$ cat src/rtl/adder_pkg.sv
// rtl/adder_pkg.sv - shared state type and default sizes for the serial adder
package adder_pkg;

    localparam int DEF_WIDTH = 8;
    localparam int DEF_DIGIT = 2;

    typedef enum logic [1:0] {
        IDLE = 2'd0,
        RUN  = 2'd1,
        DONE = 2'd2
    } state_t;

    // Counter width that stays legal when only one step is needed.
    function automatic int cnt_bits(input int steps);
        return (steps > 1) ? $clog2(steps) : 1;
    endfunction

endpackage

$ cat src/rtl/adder_serial_if.sv
// rtl/adder_serial_if.sv - request/result bundle for adder_serial (sub present with ADDER_SUB_EN)
interface adder_serial_if #(
    parameter int WIDTH = adder_pkg::DEF_WIDTH
);
    import adder_pkg::*;

    logic             start;
    logic [WIDTH-1:0] a;
    logic [WIDTH-1:0] b;
    logic             cin;
`ifdef ADDER_SUB_EN
    logic             sub;
`endif
    logic             busy;
    logic             done;
    logic [WIDTH-1:0] sum;
    logic             cout;
    logic             overflow;

`ifdef ADDER_SUB_EN
    modport master (output start, a, b, cin, sub, input busy, done, sum, cout, overflow);
    modport slave  (input start, a, b, cin, sub, output busy, done, sum, cout, overflow);
`else
    modport master (output start, a, b, cin, input busy, done, sum, cout, overflow);
    modport slave  (input start, a, b, cin, output busy, done, sum, cout, overflow);
`endif

endinterface

$ cat src/rtl/digit_adder.sv
// rtl/digit_adder.sv - combinational DIGIT-bit ripple adder built from full-adder cells
module digit_adder
    import adder_pkg::*;
#(
    parameter int DIGIT = DEF_DIGIT
) (
    input  logic [DIGIT-1:0] a,
    input  logic [DIGIT-1:0] b,
    input  logic             cin,
    output logic [DIGIT-1:0] sum,
    output logic             cout,
    output logic             cmsb
);

    logic [DIGIT:0] c;

    assign c[0] = cin;

    for (genvar i = 0; i < DIGIT; i++) begin : g_fa
        assign sum[i]   = a[i] ^ b[i] ^ c[i];
        assign c[i + 1] = (a[i] & b[i]) | (c[i] & (a[i] ^ b[i]));
    end

    assign cout = c[DIGIT];
    assign cmsb = c[DIGIT - 1];

endmodule

$ cat src/rtl/adder_serial.sv
// rtl/adder_serial.sv - digit-serial adder, WIDTH/DIGIT cycles per op; ADDER_SUB_EN adds a-b
module adder_serial
    import adder_pkg::*;
#(
    parameter int WIDTH = DEF_WIDTH,
    parameter int DIGIT = DEF_DIGIT
) (
    input  logic           clk,
    input  logic           rst,
    adder_serial_if.slave  bus
);

    localparam int STEPS = WIDTH / DIGIT;
    localparam int CW    = cnt_bits(STEPS);

    state_t           state, state_nx;
    logic             capture, last;
    logic [CW-1:0]    cnt;
    logic [WIDTH-1:0] a_sr, b_sr, acc, acc_nx;
    logic             carry;
    logic [WIDTH-1:0] sum_q;
    logic             cout_q, ovf_q;

    logic [WIDTH-1:0] b_eff;
    logic             cin_eff;
    logic [DIGIT-1:0] dsum;
    logic             dcout, dcmsb;

`ifdef ADDER_SUB_EN
    // Subtraction is a + ~b + 1, so the inversion and forced carry happen at capture.
    assign b_eff   = bus.sub ? ~bus.b : bus.b;
    assign cin_eff = bus.sub ? 1'b1 : bus.cin;
`else
    assign b_eff   = bus.b;
    assign cin_eff = bus.cin;
`endif

    always_ff @(posedge clk) begin
        if (rst) state <= IDLE;
        else     state <= state_nx;
    end

    always_comb begin
        state_nx = state;
        capture  = 1'b0;
        last     = 1'b0;
        case (state)
            IDLE: begin
                if (bus.start) begin
                    capture  = 1'b1;
                    state_nx = RUN;
                end
            end
            RUN: begin
                if (cnt == CW'(STEPS - 1)) begin
                    last     = 1'b1;
                    state_nx = DONE;
                end
            end
            DONE: begin
                capture  = bus.start;
                state_nx = bus.start ? RUN : IDLE;
            end
            default: state_nx = IDLE;
        endcase
    end

    digit_adder #(.DIGIT(DIGIT)) u_digit (
        .a    (a_sr[DIGIT-1:0]),
        .b    (b_sr[DIGIT-1:0]),
        .cin  (carry),
        .sum  (dsum),
        .cout (dcout),
        .cmsb (dcmsb)
    );

    // New digit enters at the MSB so after STEPS shifts the word is in place.
    assign acc_nx = WIDTH'({dsum, acc} >> DIGIT);

    always_ff @(posedge clk) begin
        if (rst) begin
            cnt    <= '0;
            a_sr   <= '0;
            b_sr   <= '0;
            acc    <= '0;
            carry  <= 1'b0;
            sum_q  <= '0;
            cout_q <= 1'b0;
            ovf_q  <= 1'b0;
        end else if (capture) begin
            cnt   <= '0;
            a_sr  <= bus.a;
            b_sr  <= b_eff;
            acc   <= '0;
            carry <= cin_eff;
        end else if (state == RUN) begin
            cnt   <= cnt + CW'(1);
            a_sr  <= a_sr >> DIGIT;
            b_sr  <= b_sr >> DIGIT;
            acc   <= acc_nx;
            carry <= dcout;
            if (last) begin
                sum_q  <= acc_nx;
                cout_q <= dcout;
                ovf_q  <= dcmsb ^ dcout;
            end
        end
    end

    assign bus.busy     = (state == RUN);
    assign bus.done     = (state == DONE);
    assign bus.sum      = sum_q;
    assign bus.cout     = cout_q;
    assign bus.overflow = ovf_q;

endmodule

$ cat src/flat_wrapper.sv
// flat-port wrapper written by rule: the top's interface ports become plain ports
module adder_serial_flat import adder_pkg::*;
#(
    parameter int WIDTH = DEF_WIDTH,
    parameter int DIGIT = DEF_DIGIT
)
  (clk, rst, bus_start, bus_a, bus_b, bus_cin, bus_busy, bus_done, bus_sum, bus_cout, bus_overflow);
  adder_serial_if #(.WIDTH(WIDTH)) bus_i ();
  input  logic clk;
  input  logic rst;
  input wire logic [$bits(bus_i.start)-1:0] bus_start;
  input wire logic [$bits(bus_i.a)-1:0] bus_a;
  input wire logic [$bits(bus_i.b)-1:0] bus_b;
  input wire logic [$bits(bus_i.cin)-1:0] bus_cin;
  output wire logic [$bits(bus_i.busy)-1:0] bus_busy;
  output wire logic [$bits(bus_i.done)-1:0] bus_done;
  output wire logic [$bits(bus_i.sum)-1:0] bus_sum;
  output wire logic [$bits(bus_i.cout)-1:0] bus_cout;
  output wire logic [$bits(bus_i.overflow)-1:0] bus_overflow;
  assign bus_i.start = bus_start;
  assign bus_i.a = bus_a;
  assign bus_i.b = bus_b;
  assign bus_i.cin = bus_cin;
  assign bus_busy = bus_i.busy;
  assign bus_done = bus_i.done;
  assign bus_sum = bus_i.sum;
  assign bus_cout = bus_i.cout;
  assign bus_overflow = bus_i.overflow;
  adder_serial #(.WIDTH(WIDTH), .DIGIT(DIGIT)) u_core (.clk(clk), .rst(rst), .bus(bus_i));
endmodule
$ cat config.mk
export PLATFORM = sky130hd
export DESIGN_NAME = adder_serial_flat
export DESIGN_NICKNAME = d
export VERILOG_FILES = /design/src/rtl/adder_pkg.sv /design/src/rtl/adder_serial_if.sv /design/src/rtl/digit_adder.sv /design/src/rtl/adder_serial.sv /design/src/flat_wrapper.sv
export SDC_FILE = /design/constraint.sdc
export NUM_CORES = 1
export LEC_CHECK = 0
export CAP_MARGIN = 20
export CORE_AREA = 2 2 75 77
export DETAILED_ROUTE_END_ITERATION = 12
export DIE_AREA = 0 0 77 79
export GPL_TIMING_DRIVEN = 0
export PLACE_DENSITY = 0.47
export RECOVER_POWER = 25
export SETUP_SLACK_MARGIN = 0.4
export SYNTH_ARGS = -nofsm -noshare
export SYNTH_HDL_FRONTEND = slang
export SYNTH_SLANG_ARGS = --single-unit
$ cat constraint.sdc
create_clock -name clk -period 2.4 [get_ports clk]
set_clock_uncertainty 0.05 [all_clocks]
set_input_delay 0.36 -clock clk [delete_from_list [all_inputs] [get_ports clk]]
set_output_delay 0.36 -clock clk [all_outputs]
set_load 0.02 [all_outputs]
==> results.json, run 1 <==
{
  "outcome": "complete, no violations",
  "cap_violations": 0,
  "die_height_um": 79,
  "area_growth_pct": 29.6,
  "final_common_cell": "dfxtp_1",
  "start_kind": "flop",
  "synthCells": 170,
  "setup_viol": 0,
  "clk_latency_ns": 0.28,
  "worst_ep_arrival_time_ns": 1.55,
  "grtUsageMet2_pct": 22.5,
  "hold_path.class": "flop to flop",
  "crit_path_max_incr_delay_ns": 0.35,
  "overflow": 0,
  "ys_seq_area_share_pct": 47.9,
  "diodes": 0,
  "drt_wl_total_um": 3570,
  "io_pins": 32,
  "worst_pin_slew_ns": 0.599,
  "power_density_nw_per_um2": 636,
  "design.core.area_um2": 5340,
  "gr-usage-met1_pct": 15.6,
  "slew_violations": 0,
  "stdcell_area_um2": 2000,
  "grt_busiest_layer": "met2",
  "cp_max_fo": 10,
  "grt_max_degree": 11,
  "crit_slowest_cell": "dfxtp_1",
  "dieArea_um2": 6080,
  "required_ns": 1.99,
  "rsz0062_at_grt": "false",
  "min_period_over_period_pct": 81.8,
  "postSynthAreaPerCell_um2": 9.10,
  "clockRootBuffer": "clkbuf_8",
  "layout_common_cells": "37 x dfxtp_1, 30 x nand2_1, 29 x clkdlybuf4s50_1",
  "fmax_ghz": 0.510,
  "drt_pass1_iterations": 4,
  "grt_util_all_layers_pct": 13.1,
  "htree_levels": 2,
  "cts_buffers": 5,
  "avgViaCountPerCell": 4.55,
  "vdd_drop_max_uv": 261,
  "fillCellCount": 588,
  "rows": 27,
  "grt_util_met3_pct": 4.20,
  "period_minus_slack_ns": 1.96,
  "drt_iter0_markers": 37,
  "first_global_vias": 1287,
  "total_power_mw": 1.27,
  "drc_errors": 0,
  "syn_area_um2": 1550,
  "avgRoutedWirePerCell_um": 12.8,
  "antenna_found_initial": 0,
  "final_antenna_net_count": 0,
  "crit_chain": "nand2b_1, buf_6, clkinvlp_2, buf_4, clkdlybuf4s15_1",
  "yosysUniqueCellTypes": 29,
  "die_x_um": 77,
  "post_dp_cell_area_um2": 1950,
  "cts_setup_buffers": 0,
  "dpl.hpwl_um": 2580,
  "synth-seq-cells": 37,
  "drive_above_1_share_pct": 10.6,
  "syn_nets": 193,
  "synth_warnings": 0,
  "relSlewSlack_pct": 60.0,
  "num_vias": 1273,
  "numPortBuffers": 31,
  "cts_tree": "built",
  "grt_pass1_wl_um": 6140,
  "hold_viol_final": 0,
  "end_kind": "primary output",
  "leakage_nw": 0.685,
  "initial_utilization_pct": 29.0,
  "crit_type": "flop to primary output",
  "numClockSinks": 37,
  "clockBufferDepth": 2,
  "setup_tns_ns": 0,
  "clk_pin_slew_ns": 0.07,
  "place.gp.congestion": 0.731,
  "nets": 231
}
power by group:
group | total, mW | internal [mW] | leakage, nW | switching, mW
combinational | 0.183 | 0.0867 | 0.339 | 0.0966
clock | 0.433 | 0.228 | 0.0443 | 0.205
sequential | 0.658 | 0.643 | 0.302 | 0.0151
critical path, delay by kind of cell (launching register included):
family	cells	cell delay, ns
flops	1	0.35
buf+inv	4	0.77
simple gates	1	0.14
worst paths after layout:
path | startpoint | endpoint | slack (ns) | cells past startpoint
hold reg to reg | u_core.acc[2]$_SDFFE_PP0P_ | u_core.acc[2]$_SDFFE_PP0P_ | 0.40 | 2
hold / removal | u_core.acc[2]$_SDFFE_PP0P_ | u_core.acc[2]$_SDFFE_PP0P_ | 0.40 | 2
setup / recovery | u_core.state[1]$_SDFFE_PP0P_ | bus_busy | 0.44 | 5
setup reg to reg | u_core.carry$_SDFFE_PP0P_ | u_core.bus.overflow$_SDFFE_PP0P_ | 0.57 | 5
stage by stage:
| stage | hold WS [ns] | util [%] | worst slack, ns | instances |
|---|---|---|---|---|
| after floorplan | 0.382 | - | 0.693 | 170 |
| after global placement | 0.394 | 36.5 | 0.525 | 273 |
| after detailed placement | 0.394 | 36.5 | 0.504 | 273 |
| after CTS | 0.404 | 38.1 | 0.451 | 280 |
| after global routing | 0.430 | 37.6 | 0.352 | 280 |
| final | 0.402 | 37.6 | 0.438 | 280 |
routing by layer:
metal  up-vias  routed length, um
met5         -                  0
met4         0                 46
met3         5                178
met2        28               1710
met1       587               1630
li1        653                  -
sequential cells by signal, summed over array words and instances (netlist names):
signal               flops
u_core.a_sr              8
u_core.b_sr              8
u_core.bus.sum           8
u_core.acc               6
u_core.cnt               2
u_core.state             2
u_core.bus.cout          1
u_core.bus.overflow      1
u_core.carry             1
repair_timing:
item | 4_1_cts | 5_1_grt
resized for setup | 1 | 1
hold endpoints to repair | 0 | 0
hold buffers | 0 | 0
setup endpoints to repair | 1 | 1
final cells by class:
class                      instances  area, um2  share of cell area (%)
clock buffer                       7       86.3                    4.31
inverter                           6       23.8                    1.19
tap                               72       90.1                    4.49
buffer                            15       97.6                    4.87
sequential                        37        741                    37.0
timing repair buffer              31        310                    15.5
multi-input combinational        112        656                    32.7
Yosys cell counts, drive strengths merged:
master	n	area, um2
nand2b	3	18.8
and2b	2	15.0
nor3	5	25.0
xnor2	2	17.5
clkbuf	2	7.51
fa	2	40.0
a211oi	6	45.0
nand2	33	131
dfxtp	37	741
a22oi	3	22.5
nand3	7	35.0
a2bb2oi	1	8.76
and3b	1	8.76
nor2	13	48.8
a21oi	18	90.1
nand3b	1	7.51
a311oi	7	80.1
buf	13	115
ha	1	12.5
mux2i	1	10.0
o22ai	5	31.3
o21a	1	7.51
inv	6	27.5
cells by family (layout without fill, tap and decap cells):
family / count (synthesis) / in the layout / synth area share, %
adder cells (fa/ha/maj): 3 / 3 / 3.40
XOR/XNOR: 2 / 2 / 1.13
AO/OA/AOI/OAI: 41 / 41 / 18.4
flip-flops: 37 / 37 / 47.9
buffers and inverters: 21 / 59 / 9.71
AND/OR/NAND/NOR: 65 / 65 / 18.8
multiplexers: 1 / 1 / 0.647
Power figures use the tool's default switching activity.
==> run 2: changes to the inputs <==
--- a/config.mk
+++ b/config.mk
@@ -10,7 +10,7 @@
 export DETAILED_ROUTE_END_ITERATION = 12
 export DIE_AREA = 0 0 77 79
 export GPL_TIMING_DRIVEN = 0
-export PLACE_DENSITY = 0.47
+export PLACE_DENSITY = 0.49
 export RECOVER_POWER = 25
 export SETUP_SLACK_MARGIN = 0.4
 export SYNTH_ARGS = -nofsm -noshare
==> constraint.sdc (replaced) <==
create_clock -name clk -period 1.6 [get_ports clk]
set_clock_uncertainty 0.05 [all_clocks]
set_input_delay 0.24 -clock clk [delete_from_list [all_inputs] [get_ports clk]]
set_output_delay 0.24 -clock clk [all_outputs]
set_load 0.02 [all_outputs]
==> run 2 against run 1 <==
Against the previous run:
- global-route usage is 0.75 points higher
- hold slack better by 0.010 ns
- die area unchanged
- utilization increased by 11 points
- sequential power rose by 52%
- sequential cell count did not move
- cell count grew 6.4%
- critical path depth unchanged
- via count up 10%
- count of clock-buffer cells in the layout is 1 lower
==> results.json, run 2 (synthesized netlist as in run 1, its figures left out) <==
{
  "final_antenna_net_count": 0,
  "crit_type": "flop to flop",
  "required_ns": 1.76,
  "drt_iter0_markers": 74,
  "cp_max_fo": 3,
  "crit_buf_inv": 2,
  "worst_path_most_repeated_cell": "fa_2",
  "grt_pass1_wl_um": 6480,
  "io_pins": 32,
  "regToRegEndpoint": "u_core.bus.cout$_SDFFE_PP0P_",
  "hold_buffers": 0,
  "layout_common_cells": "31 x dfxtp_1, 18 x clkdlybuf4s50_1, 15 x nand2_1",
  "worst_ep_arrival_time_ns": 1.76,
  "rsz0062_at_grt": "true",
  "r2r_cells": 5,
  "reg2reg_slack_ns": 0.003,
  "overflow": 0,
  "drt_pass1_iterations": 4,
  "die_height_um": 79,
  "grt_max_degree": 12,
  "rows": 27,
  "drt_wl_total_um": 4130,
  "crit_chain": "inv_2, fa_2, fa_2, buf_4, a211oi_2",
  "area_growth_pct": 68.4,
  "outcome": "complete, no violations",
  "avgViaCountPerCell": 4.70,
  "grt_util_all_layers_pct": 13.8,
  "cp_top_family": "adder cells",
  "timing.rr.start": "u_core.a_sr[0]$_SDFFE_PP0P_",
  "final_common_cell": "dfxtp_1",
  "hold_path.class": "flop to flop",
  "power_density_nw_per_um2": 815,
  "die_x_um": 77,
  "clockRootBuffer": "clkbuf_8",
  "fmax_ghz": 0.626,
  "period_minus_slack_ns": 1.60,
  "htree_levels": 2,
  "first_global_vias": 1325,
  "drc_errors": 0,
  "start_kind": "flop",
  "cts_buffers": 5,
  "vdd_drop_max_uv": 382,
  "avgRoutedWirePerCell_um": 13.9,
  "end_kind": "flop",
  "numPortBuffers": 31,
  "clk_pin_slew_ns": 0.07,
  "whs_path_depth": 2,
  "min_period_over_period_pct": 99.8,
  "num_vias": 1401,
  "clockBufferDepth": 2,
  "slew_violations": 0,
  "hold_end": "u_core.bus.sum[1]$_SDFFE_PP0P_",
  "setup_viol": 0,
  "crit_slowest_cell": "fa_2",
  "antenna_found_initial": 0,
  "layout.cells.non_filler": 298,
  "place.gp.congestion": 0.681,
  "worstHoldStart": "u_core.bus.sum[1]$_SDFFE_PP0P_",
  "numClockSinks": 37,
  "hold_viol_final": 0,
  "dpl.hpwl_um": 2630,
  "clk_latency_ns": 0.29,
  "nets": 248,
  "initial_utilization_pct": 29.0,
  "cts_tree": "built",
  "diodes": 0,
  "drive_above_1_share_pct": 49.6,
  "leakage_nw": 0.999,
  "relSlewSlack_pct": 82.0,
  "setup_tns_ns": 0,
  "cap_violations": 0,
  "design.core.area_um2": 5340,
  "crit_path_max_incr_delay_ns": 0.39,
  "dp_cells": 273,
  "worst_pin_slew_ns": 0.269,
  "dieArea_um2": 6080
}
==> run 2: cell types whose count changed in the layout (fill, tap and decap cells not counted), moves of 7 or more <==
cell	delta
nand2_1	-15
buf_6	+10
nand2_4	+11
a21oi_1	-13
clkdlybuf4s50_1	-11
buf_8	+7
a21oi_2	+13
==> run 2: final cells by class <==
type / instances / area (um2)
Clock buffer: 6 / 72.6
Timing Repair Buffer: 48 / 483
Clock inverter: 2 / 10.0
Fill cell: 556 / 2730
Tap cell: 72 / 90.1
Multi-Input combinational cell: 112 / 972
Inverter: 6 / 27.5
Sequential cell: 37 / 753
Buffer: 15 / 195
==> run 2: worst reg2reg max path, cell delays in order, from the launching register on <==
cell and delay [ns]:
dfxtp_2 0.32, inv_2 0.04, fa_2 0.39, fa_2 0.38, buf_4 0.15, a211oi_2 0.19
==> run 2: worst max path at each step <==
stage	startpoint	endpoint	cells past startpoint
after global routing	u_core.a_sr[0]$_SDFFE_PP0P_	u_core.bus.overflow$_SDFFE_PP0P_	5
final	u_core.a_sr[0]$_SDFFE_PP0P_	u_core.bus.cout$_SDFFE_PP0P_	5
after global placement	rst	u_core.state[0]$_SDFFE_PP0P_	4
after floorplan	u_core.carry$_SDFFE_PP0P_	u_core.bus.overflow$_SDFFE_PP0P_	5
after detailed placement	rst	u_core.state[1]$_SDFFE_PP0P_	4
after CTS	u_core.a_sr[0]$_SDFFE_PP0P_	u_core.bus.overflow$_SDFFE_PP0P_	5
==> run 2: timing repair <==
item	4_1_cts	5_1_grt
endpoints found under the hold margin	0	0
cloned	2	1
resized for setup	81	79
setup buffers	7	7
pin swaps	10	28
setup endpoints to repair	39	44
==> run 2: power breakdown <==
group          switching (mW)  internal [mW]  leakage [nW]
sequential             0.0389          0.964         0.305
combinational           0.218          0.269         0.649
clock                   0.330          0.302        0.0450
==> run 2: per-stage QoR <==
stage          total power [mW]  hold slack [ns]  utilization [%]  worst slack, ns  cell area, um2
2_1_floorplan              1.20            0.326                -           0.0374            1560
3_3_place_gp               1.31            0.395             36.7           -0.167            1960
3_5_place_dp               1.32            0.400             36.7           -0.161            1960
4_1_cts                    2.04            0.411             42.8          -0.0506            2280
5_1_grt                    2.24            0.439             48.8          -0.0796            2600
6_report                   2.12            0.413             48.8          0.00346            2600
==> run 2: per-layer routing <==
layer / wire [um] / part of all wire (%) / track usage [%]
met4: 66 / 1.6 / 5.36
met1: 1930 / 47 / 18.0
met5: 0 / 0 / 0
met2: 2020 / 49 / 22.0
met3: 115 / 2.8 / 3.64
